--- src/rtl/dsp_mac_sequencer.sv ---
// Sequencer that drives one DSP48A1 slice as an unsigned dot-product engine.
// Each accepted sample pair carries a (valid, first, last) tag down a 3-stage pipe that mirrors the slice registers.
module dsp_mac_sequencer #(
    parameter int LEN_W = 16
) (
    input  logic             CLK,
    input  logic             RST,
    input  logic             CMD_VALID,
    output logic             CMD_READY,
    input  logic [LEN_W-1:0] CMD_LEN,
    input  logic             ABORT,
    input  logic             S_VALID,
    output logic             S_READY,
    input  logic [17:0]      S_A,
    input  logic [17:0]      S_B,
    output logic             RES_VALID,
    input  logic             RES_READY,
    output logic [47:0]      RES_DATA,
    output logic             RES_OVF,
    output logic [17:0]      DSP_A,
    output logic [17:0]      DSP_B,
    output logic [17:0]      DSP_D,
    output logic [47:0]      DSP_C,
    output logic             DSP_CARRYIN,
    output logic [7:0]       DSP_OPMODE,
    output logic             DSP_CEA,
    output logic             DSP_CEB,
    output logic             DSP_CEM,
    output logic             DSP_CEP,
    output logic             DSP_CECARRYIN,
    output logic             DSP_CEOPMODE,
    output logic             DSP_RST,
    input  logic [47:0]      DSP_P,
    input  logic             DSP_CARRYOUT
);

    typedef enum logic [1:0] {
        ST_IDLE  = 2'd0,
        ST_RUN   = 2'd1,
        ST_DRAIN = 2'd2,
        ST_DONE  = 2'd3
    } state_t;

    localparam logic [LEN_W-1:0] LEN_ZERO = {LEN_W{1'b0}};
    localparam logic [LEN_W-1:0] LEN_ONE  = {{(LEN_W-1){1'b0}}, 1'b1};

    state_t           state_q;
    logic [LEN_W-1:0] remain_q;
    logic             first_q;
    logic             t1_vld_q;
    logic             t1_first_q;
    logic             t1_last_q;
    logic             t2_vld_q;
    logic             t2_last_q;
    logic             t3_vld_q;
    logic             t3_last_q;
    logic             res_valid_q;
    logic [47:0]      res_data_q;
    logic             res_ovf_q;

    logic             abort_s;
    logic             cmd_fire_s;
    logic             s_fire_s;
    logic             last_pair_s;
    logic [7:0]       opmode_s;

    assign abort_s     = ABORT && (state_q != ST_IDLE);
    assign cmd_fire_s  = CMD_VALID && (state_q == ST_IDLE);
    assign s_fire_s    = S_VALID && S_READY && !abort_s;
    assign last_pair_s = (remain_q == LEN_ONE);

    // Job FSM, tag pipe and result registers.
    always_ff @(posedge CLK) begin
        if (RST) begin
            state_q     <= ST_IDLE;
            remain_q    <= LEN_ZERO;
            first_q     <= 1'b0;
            t1_vld_q    <= 1'b0;
            t1_first_q  <= 1'b0;
            t1_last_q   <= 1'b0;
            t2_vld_q    <= 1'b0;
            t2_last_q   <= 1'b0;
            t3_vld_q    <= 1'b0;
            t3_last_q   <= 1'b0;
            res_valid_q <= 1'b0;
            res_data_q  <= 48'd0;
            res_ovf_q   <= 1'b0;
        end else if (abort_s) begin
            state_q     <= ST_IDLE;
            remain_q    <= LEN_ZERO;
            first_q     <= 1'b0;
            t1_vld_q    <= 1'b0;
            t1_first_q  <= 1'b0;
            t1_last_q   <= 1'b0;
            t2_vld_q    <= 1'b0;
            t2_last_q   <= 1'b0;
            t3_vld_q    <= 1'b0;
            t3_last_q   <= 1'b0;
            res_valid_q <= 1'b0;
        end else begin
            t1_vld_q   <= s_fire_s;
            t1_first_q <= s_fire_s && first_q;
            t1_last_q  <= s_fire_s && last_pair_s;
            t2_vld_q   <= t1_vld_q;
            t2_last_q  <= t1_last_q;
            t3_vld_q   <= t2_vld_q;
            t3_last_q  <= t2_last_q;
            // Carry-out is only meaningful on cycles where a real pair reaches P.
            if (t3_vld_q) begin
                res_ovf_q <= res_ovf_q | DSP_CARRYOUT;
            end
            case (state_q)
                ST_IDLE: begin
                    if (cmd_fire_s) begin
                        res_ovf_q <= 1'b0;
                        if (CMD_LEN == LEN_ZERO) begin
                            state_q     <= ST_DONE;
                            res_valid_q <= 1'b1;
                            res_data_q  <= 48'd0;
                        end else begin
                            state_q  <= ST_RUN;
                            remain_q <= CMD_LEN;
                            first_q  <= 1'b1;
                        end
                    end
                end
                ST_RUN: begin
                    if (s_fire_s) begin
                        remain_q <= remain_q - LEN_ONE;
                        first_q  <= 1'b0;
                        if (last_pair_s) begin
                            state_q <= ST_DRAIN;
                        end
                    end
                end
                ST_DRAIN: begin
                    if (t3_vld_q && t3_last_q) begin
                        state_q     <= ST_DONE;
                        res_valid_q <= 1'b1;
                        res_data_q  <= DSP_P;
                    end
                end
                ST_DONE: begin
                    if (RES_READY) begin
                        state_q     <= ST_IDLE;
                        res_valid_q <= 1'b0;
                    end
                end
                default: begin
                    state_q     <= ST_IDLE;
                    res_valid_q <= 1'b0;
                end
            endcase
        end
    end

    // First pair of a job starts from Z=0, later pairs accumulate onto P.
    always_comb begin
        opmode_s = 8'h00;
        if (t1_vld_q) begin
            if (t1_first_q) begin
                opmode_s = 8'h01;
            end else begin
                opmode_s = 8'h09;
            end
        end else begin
            opmode_s = 8'h00;
        end
    end

    assign CMD_READY     = (state_q == ST_IDLE);
    assign S_READY       = (state_q == ST_RUN) && (remain_q != LEN_ZERO);
    assign RES_VALID     = res_valid_q;
    assign RES_DATA      = res_data_q;
    assign RES_OVF       = res_ovf_q;

    assign DSP_A         = S_A;
    assign DSP_B         = S_B;
    assign DSP_D         = 18'd0;
    assign DSP_C         = 48'd0;
    assign DSP_CARRYIN   = 1'b0;
    assign DSP_OPMODE    = opmode_s;
    assign DSP_CEA       = s_fire_s;
    assign DSP_CEB       = s_fire_s;
    assign DSP_CEM       = t1_vld_q && !abort_s;
    assign DSP_CEOPMODE  = t1_vld_q && !abort_s;
    assign DSP_CEP       = t2_vld_q && !abort_s;
    assign DSP_CECARRYIN = t2_vld_q && !abort_s;
    assign DSP_RST       = RST || abort_s;

endmodule

--- config.mk ---
export PLATFORM = sky130hd
export DESIGN_NAME = dsp_mac_sequencer
export DESIGN_NICKNAME = d
export VERILOG_FILES = /design/src/rtl/dsp_mac_sequencer.sv
export SDC_FILE = /design/constraint.sdc
export NUM_CORES = 1
export LEC_CHECK = 0
export CAP_MARGIN = 20
export CORE_MARGIN = 8
export CORE_UTILIZATION = 40
export CTS_CLUSTER_DIAMETER = 60
export DETAILED_ROUTE_END_ITERATION = 10
export HOLD_SLACK_MARGIN = 0.05
export PLACE_DENSITY = 0.86
export SLEW_MARGIN = 15
export SYNTH_ARGS = -nofsm -noshare
export SYNTH_HDL_FRONTEND = slang
export SYNTH_SLANG_ARGS = --single-unit
--- constraint.sdc ---
create_clock -name CLK -period 3.4 [get_ports CLK]
set_clock_uncertainty 0.2 [all_clocks]
set_input_delay 0.34 -clock CLK [delete_from_list [all_inputs] [get_ports CLK]]
set_output_delay 0.34 -clock CLK [all_outputs]
set_load 0.05 [all_outputs]
==> impl_metrics.tcl <==
set metrics [dict create \
    antenna_found_initial 0 \
    final_core_util 0.504 \
    cap_violations 0 \
    hp-start "t1_last_q$_SDFF_PP0_" \
    n_fill_cell 1040 \
    final.min_clock_period_ns 3.12 \
    numPlacedInstances 748 \
    slew_headroom 0.474 \
    critPathLaunch "state_q[0]$_SDFFE_PP0P_" \
    yosysTopAreaCell "dfxtp_1" \
    synthFlopType "dfxtp_1" \
    wire_per_inst_um 17.4 \
    drtIter0Drc 392 \
    synth_edf_count 0 \
    grt_usage 0.170 \
    drv_slew 0 \
    core-area_um2 10800 \
    dp_hpwl_mm 9.99 \
    postSynthCellCount 547 \
    layout.cells.non_filler 764 \
    critPathKind "reg -> out" \
    numCtsBuffers 9 \
    routed_via_density 5.17 \
    clkSlewWorstSetupHoldPaths_ns 0.10 \
    grt_pass1_vias 3727 \
    grt_pass1_wl_mm 20.3 \
    cellPowerDensity_nw_per_um2 683 \
    drcViolationCount 0 \
    tightest_slew_ns 0.789 \
    finalWorstSetupSlack_ns 0.276 \
    grt_start_max_net_pins 53 \
    worstPathArrival_ns 2.58 \
    die_area_um2 14800 \
    areaGrowthSynthToFinish_pct 22.7 \
    layout_common_cells "clkdlybuf4s50_1 (126), dfxtp_1 (76), conb_1 (73)" \
    postCtsHoldBufs 0 \
    synthDominantCellAreaShare 0.342 \
    syn-cell-area_um2 4450 \
    synth_seq_cells 76 \
    vdd_drop_max_mv 0.417 \
    rsz0062_at_grt "false" \
    initial_utilization 0.411 \
    hold_class "reg -> reg" \
    die_width_um 121 \
    cts_setup_buffers 0 \
    leakage_nw 2.03 \
    total_power_mw 3.73 \
    row_count 38 \
    r2r-start "state_q[0]$_SDFFE_PP0P_" \
    fmax_ghz 0.320 \
    ys_types 63 \
    crit_path_start_kind "register" \
    totalWireLength_mm 13.3 \
    hold_violations 0 \
    required_ns 2.86 \
    final_common_cell "clkdlybuf4s50_1" \
    clk_latency_ns 0.35 \
    cts.sink_count 76 \
    boundaryPins 277 \
    n_antenna_cell 0 \
    ant_nets 0 \
    cts_resized 0 \
    setup_violations 0 \
    end_kind "output pin" \
    synth-seq-area-share 0.342 \
    async_flop_share 0 \
    cts-root-buf "clkbuf_8" \
    status "complete, no violations" \
    synth.top_cells.by_area "dfxtp_1 (34%), buf_4 (20%), a21oi_1 (7.4%)" \
    overflow 0 \
    path_max_fanout 11 \
    io_buffer_count 131 \
    vias 3949 \
    cts_htree_levels 3 \
    tns_ns 0 \
    cts_tree "built" \
    ys_warn_count 0 \
    fin_crit_sh 0.919 \
    gp_congestion 0.907 \
    dp_slack_ns 0.636 \
    clk_path_buf_depth 2 \
    drive_gt1_frac 0.0929 \
    avgSynthCellArea_um2 8.14 \
    final_nets 734 \
    dr.pass1.iters 5 \
    die_y_um 121 \
]
[flip-flops by register name, indices dropped and copies added, names as in the netlist]
register	count
t1_first_q	1
remain_q	16
RES_DATA	48
t1_last_q	1
RES_OVF	1
t3_vld_q	1
t1_vld_q	1
first_q	1
state_q	2
RES_VALID	1
t3_last_q	1
t2_vld_q	1
t2_last_q	1
[synth_stat cells (7+ instances only)]
| master | n |
|---|---|
| a21oi_1 | 66 |
| a32o_1 | 9 |
| buf_2 | 13 |
| buf_4 | 117 |
| clkbuf_1 | 18 |
| dfxtp_1 | 76 |
| ha_1 | 8 |
| inv_1 | 9 |
| nand2_1 | 64 |
| nand3_1 | 61 |
| nor2_1 | 13 |
| nor3_1 | 7 |
[final timing paths]
path / endpoint / slack, ns / cells after the start
max: DSP_CECARRYIN / 0.28 / 5
min: t2_last_q$_SDFF_PP0_ / 0.24 / 1
min reg2reg: t2_last_q$_SDFF_PP0_ / 0.24 / 1
max reg2reg: RES_DATA[37]$_SDFFE_PP0P_ / 0.73 / 7
[cell families (layout without fill, tap and decap cells)]
group / Yosys count / count (layout) / synth area share
flops: 76 / 76 / 0.342
other cells: 1 / 73 / 0.000842
simple gates: 184 / 184 / 0.218
compound gates: 116 / 116 / 0.172
fa+ha+maj: 8 / 8 / 0.0225
buf+inv: 160 / 165 / 0.241
xor+xnor: 1 / 1 / 0.00197
mux: 1 / 1 / 0.00225
[through the flow]
stage	hold slack (ns)	area, um^2
floorplan	0.206	4720
global placement	0.208	5270
detailed placement	0.219	5270
CTS	0.241	5460
global route	0.262	5460
finish	0.240	5460
[metal layers]
layer,global-route usage,wire (um),vias up
li1,-,-,1853
met1,0.191,4930,1829
met2,0.289,6590,234
met3,0.0563,1420,33
met4,0.0725,329,0
met5,0,0,-
[critical path: stages (launching register included)]
cell	delay, ns
dfxtp_1	0.42
inv_1	0.09
ha_1	0.35
or2b_2	0.41
and2_1	0.23
clkdlybuf4s50_1	0.73
[power by group]
| group | internal (mW) | switching [mW] | total (mW) | leakage [nW] |
|---|---|---|---|---|
| Sequential | 0.987 | 0.132 | 1.12 | 0.615 |
| Clock | 0.285 | 0.395 | 0.680 | 0.0947 |
| Combinational | 0.688 | 1.24 | 1.93 | 1.33 |
[layout make-up]
| class | instances | area (um^2) | area share |
|---|---|---|---|
| Multi-Input combinational cell | 383 | 2140 | 0.393 |
| Tap cell | 140 | 175 | 0.0321 |
| Clock buffer | 9 | 124 | 0.0227 |
| Timing Repair Buffer | 139 | 1390 | 0.255 |
| Inverter | 10 | 37.5 | 0.00687 |
| Clock inverter | 7 | 65.1 | 0.0119 |
| Sequential cell | 76 | 1520 | 0.279 |
Note: power is estimated with default switching activity, not from simulation.
==> RTL edit, RTL diff (same settings) <==
Reset style: asynchronous (`RST`), changed in one clocked block.
--- a/src/rtl/dsp_mac_sequencer.sv
+++ b/src/rtl/dsp_mac_sequencer.sv
@@ -70,7 +70,7 @@
     assign last_pair_s = (remain_q == LEN_ONE);
 
     // Job FSM, tag pipe and result registers.
-    always_ff @(posedge CLK) begin
+    always_ff @(posedge CLK or posedge RST) begin
         if (RST) begin
             state_q     <= ST_IDLE;
             remain_q    <= LEN_ZERO;
Function: differs if RST is asserted again (counterexample within 4 cycles, from zero or initial values and one cycle with RST high); with RST held inactive, the same outputs for 4 cycles.
==> RTL edit against the original RTL <==
- non-clock buffer count unchanged
- synthesized cell count decreased by 2.2%
- synthesized area is 10% higher
- worst hold slack improved by 0.027 ns
- routed wire length down 7.8%
- global-route usage down 1.9 points
- sequential cell count unchanged
- worst setup slack worse by 0.065 ns
- final area increased by 12%
- core utilization grew 0.72 points
Power is not compared: it rests on default switching activity, and its combinational part moved more than twofold at a synthesized area within 25%.
==> RTL edit: results (changes against the original RTL) <==
status: "complete, no violations"
initialDrtViolationCount: 248  # -37%
gp_congestion: 0.857  # -5.5%
globalRouteMet2Util_pct: 25.2  # -3.7 points
drt_wl_total_mm: 12.2  # -7.8%
min-delay-start: "t2_last_q"
reg2reg_to: "remain_q[14]"
synth_xor_area_share_pct: 0.715  # +0.52 points
first_pass_iters: 4  # -1
layout-drive-gt1-share_pct: 7.50  # -1.8 points
synth_async_sr_flop_share_pct: 100  # +100 points
drt-met1-wl_mm: 5.10  # +3.4%
dp.cells: 758  # +1.3%
ys_types: 56  # -11%
synth-seq-area-share_pct: 38.8  # +4.7 points
cts-root-buf: "clkbuf_16"
ff2ff_path_depth: 8  # +1
yosys.area_share.adder_pct: 1.79  # -0.46 points
tightest_slew_ns: 0.944  # +0.155 ns
routed-wl-met3_um: 882  # -38%
synth_common_cells: "buf_4, dfrtp_1, inv_1"
synth_mux_area_share_pct: 10.5  # +10 points
grt_max_degree: 77  # +45%
final_nets: 736  # +0.27%
grtUsageMet1_pct: 17.6  # -1.5 points
arrival_ns: 2.65  # +0.07 ns
stdcell_count: 774  # +1.3%
dpl.hpwl_mm: 9.36  # -6.3%
clkTransAtPathRegs_ns: 0.06  # -0.04 ns
synth_compound_area_share_pct: 10.0  # -7.2 points
yosys-top-cells-area: "dfrtp_1, buf_4, mux2i_1"
grt.total_usage_pct: 15.1  # -1.9 points
ys.flop_type: "dfrtp_1"
path_max_fanout: 13  # +2
holdWs_ns: 0.267  # +0.0274 ns
==> RTL edit: cell count changes after synthesis, sizes merged, moves of 8 or more <==
cell	delta
a221o	+8
mux2i	+48
dfrtp	+76
inv	+58
nand2	-10
nand3	-55
a21oi	-54
buf	-11
a32o	-8
dfxtp	-76
==> RTL edit: layout make-up <==
cell class	count	area [um2]
fillers	1059	5850
multi-input cells	328	2050
flip-flops and latches	76	1900
repair buffers	139	1390
inverters	68	255
clock buffers	11	243
well taps	147	184
clock inverters	5	83.8
==> RTL edit: cell families (layout without fill, tap and decap cells) <==
| logic type | count (synthesis) | count (layout) |
|---|---|---|
| compound gates | 64 | 64 |
| xor+xnor | 4 | 4 |
| fa+ha+maj | 7 | 7 |
| buf+inv | 203 | 223 |
| flops | 76 | 76 |
| mux | 51 | 51 |
| other cells | 1 | 73 |
| simple gates | 129 | 129 |
==> RTL edit: metrics by stage <==
step | setup WS (ns) | util (%) | instance area [um2] | power (uW)
after floorplan | 0.0689 | - | 5170 | 4540
after global placement | 0.471 | 48.3 | 5780 | 5430
after detailed placement | 0.493 | 48.4 | 5780 | 5520
after CTS | 0.190 | 51.1 | 6110 | 6580
after global routing | 0.00972 | 51.1 | 6110 | 6920
final | 0.211 | 51.1 | 6110 | 6530
==> RTL edit: worst max-delay path, stage by stage, from the launching register on <==
cell             delay, ns
dfrtp_1               0.43
inv_1                 0.11
ha_1                  0.39
nand2b_1              0.32
and2_1                0.25
clkdlybuf4s50_1       0.83
==> RTL edit: power by group through the flow <==
stage	logic [uW]	clock network, uW	registers (uW)
6_report	3890	1040	1600
5_1_grt	4160	1100	1660
4_1_cts	3920	1060	1600
3_5_place_dp	3900	0	1620
3_3_place_gp	3840	0	1600
2_1_floorplan	1890	0	2650
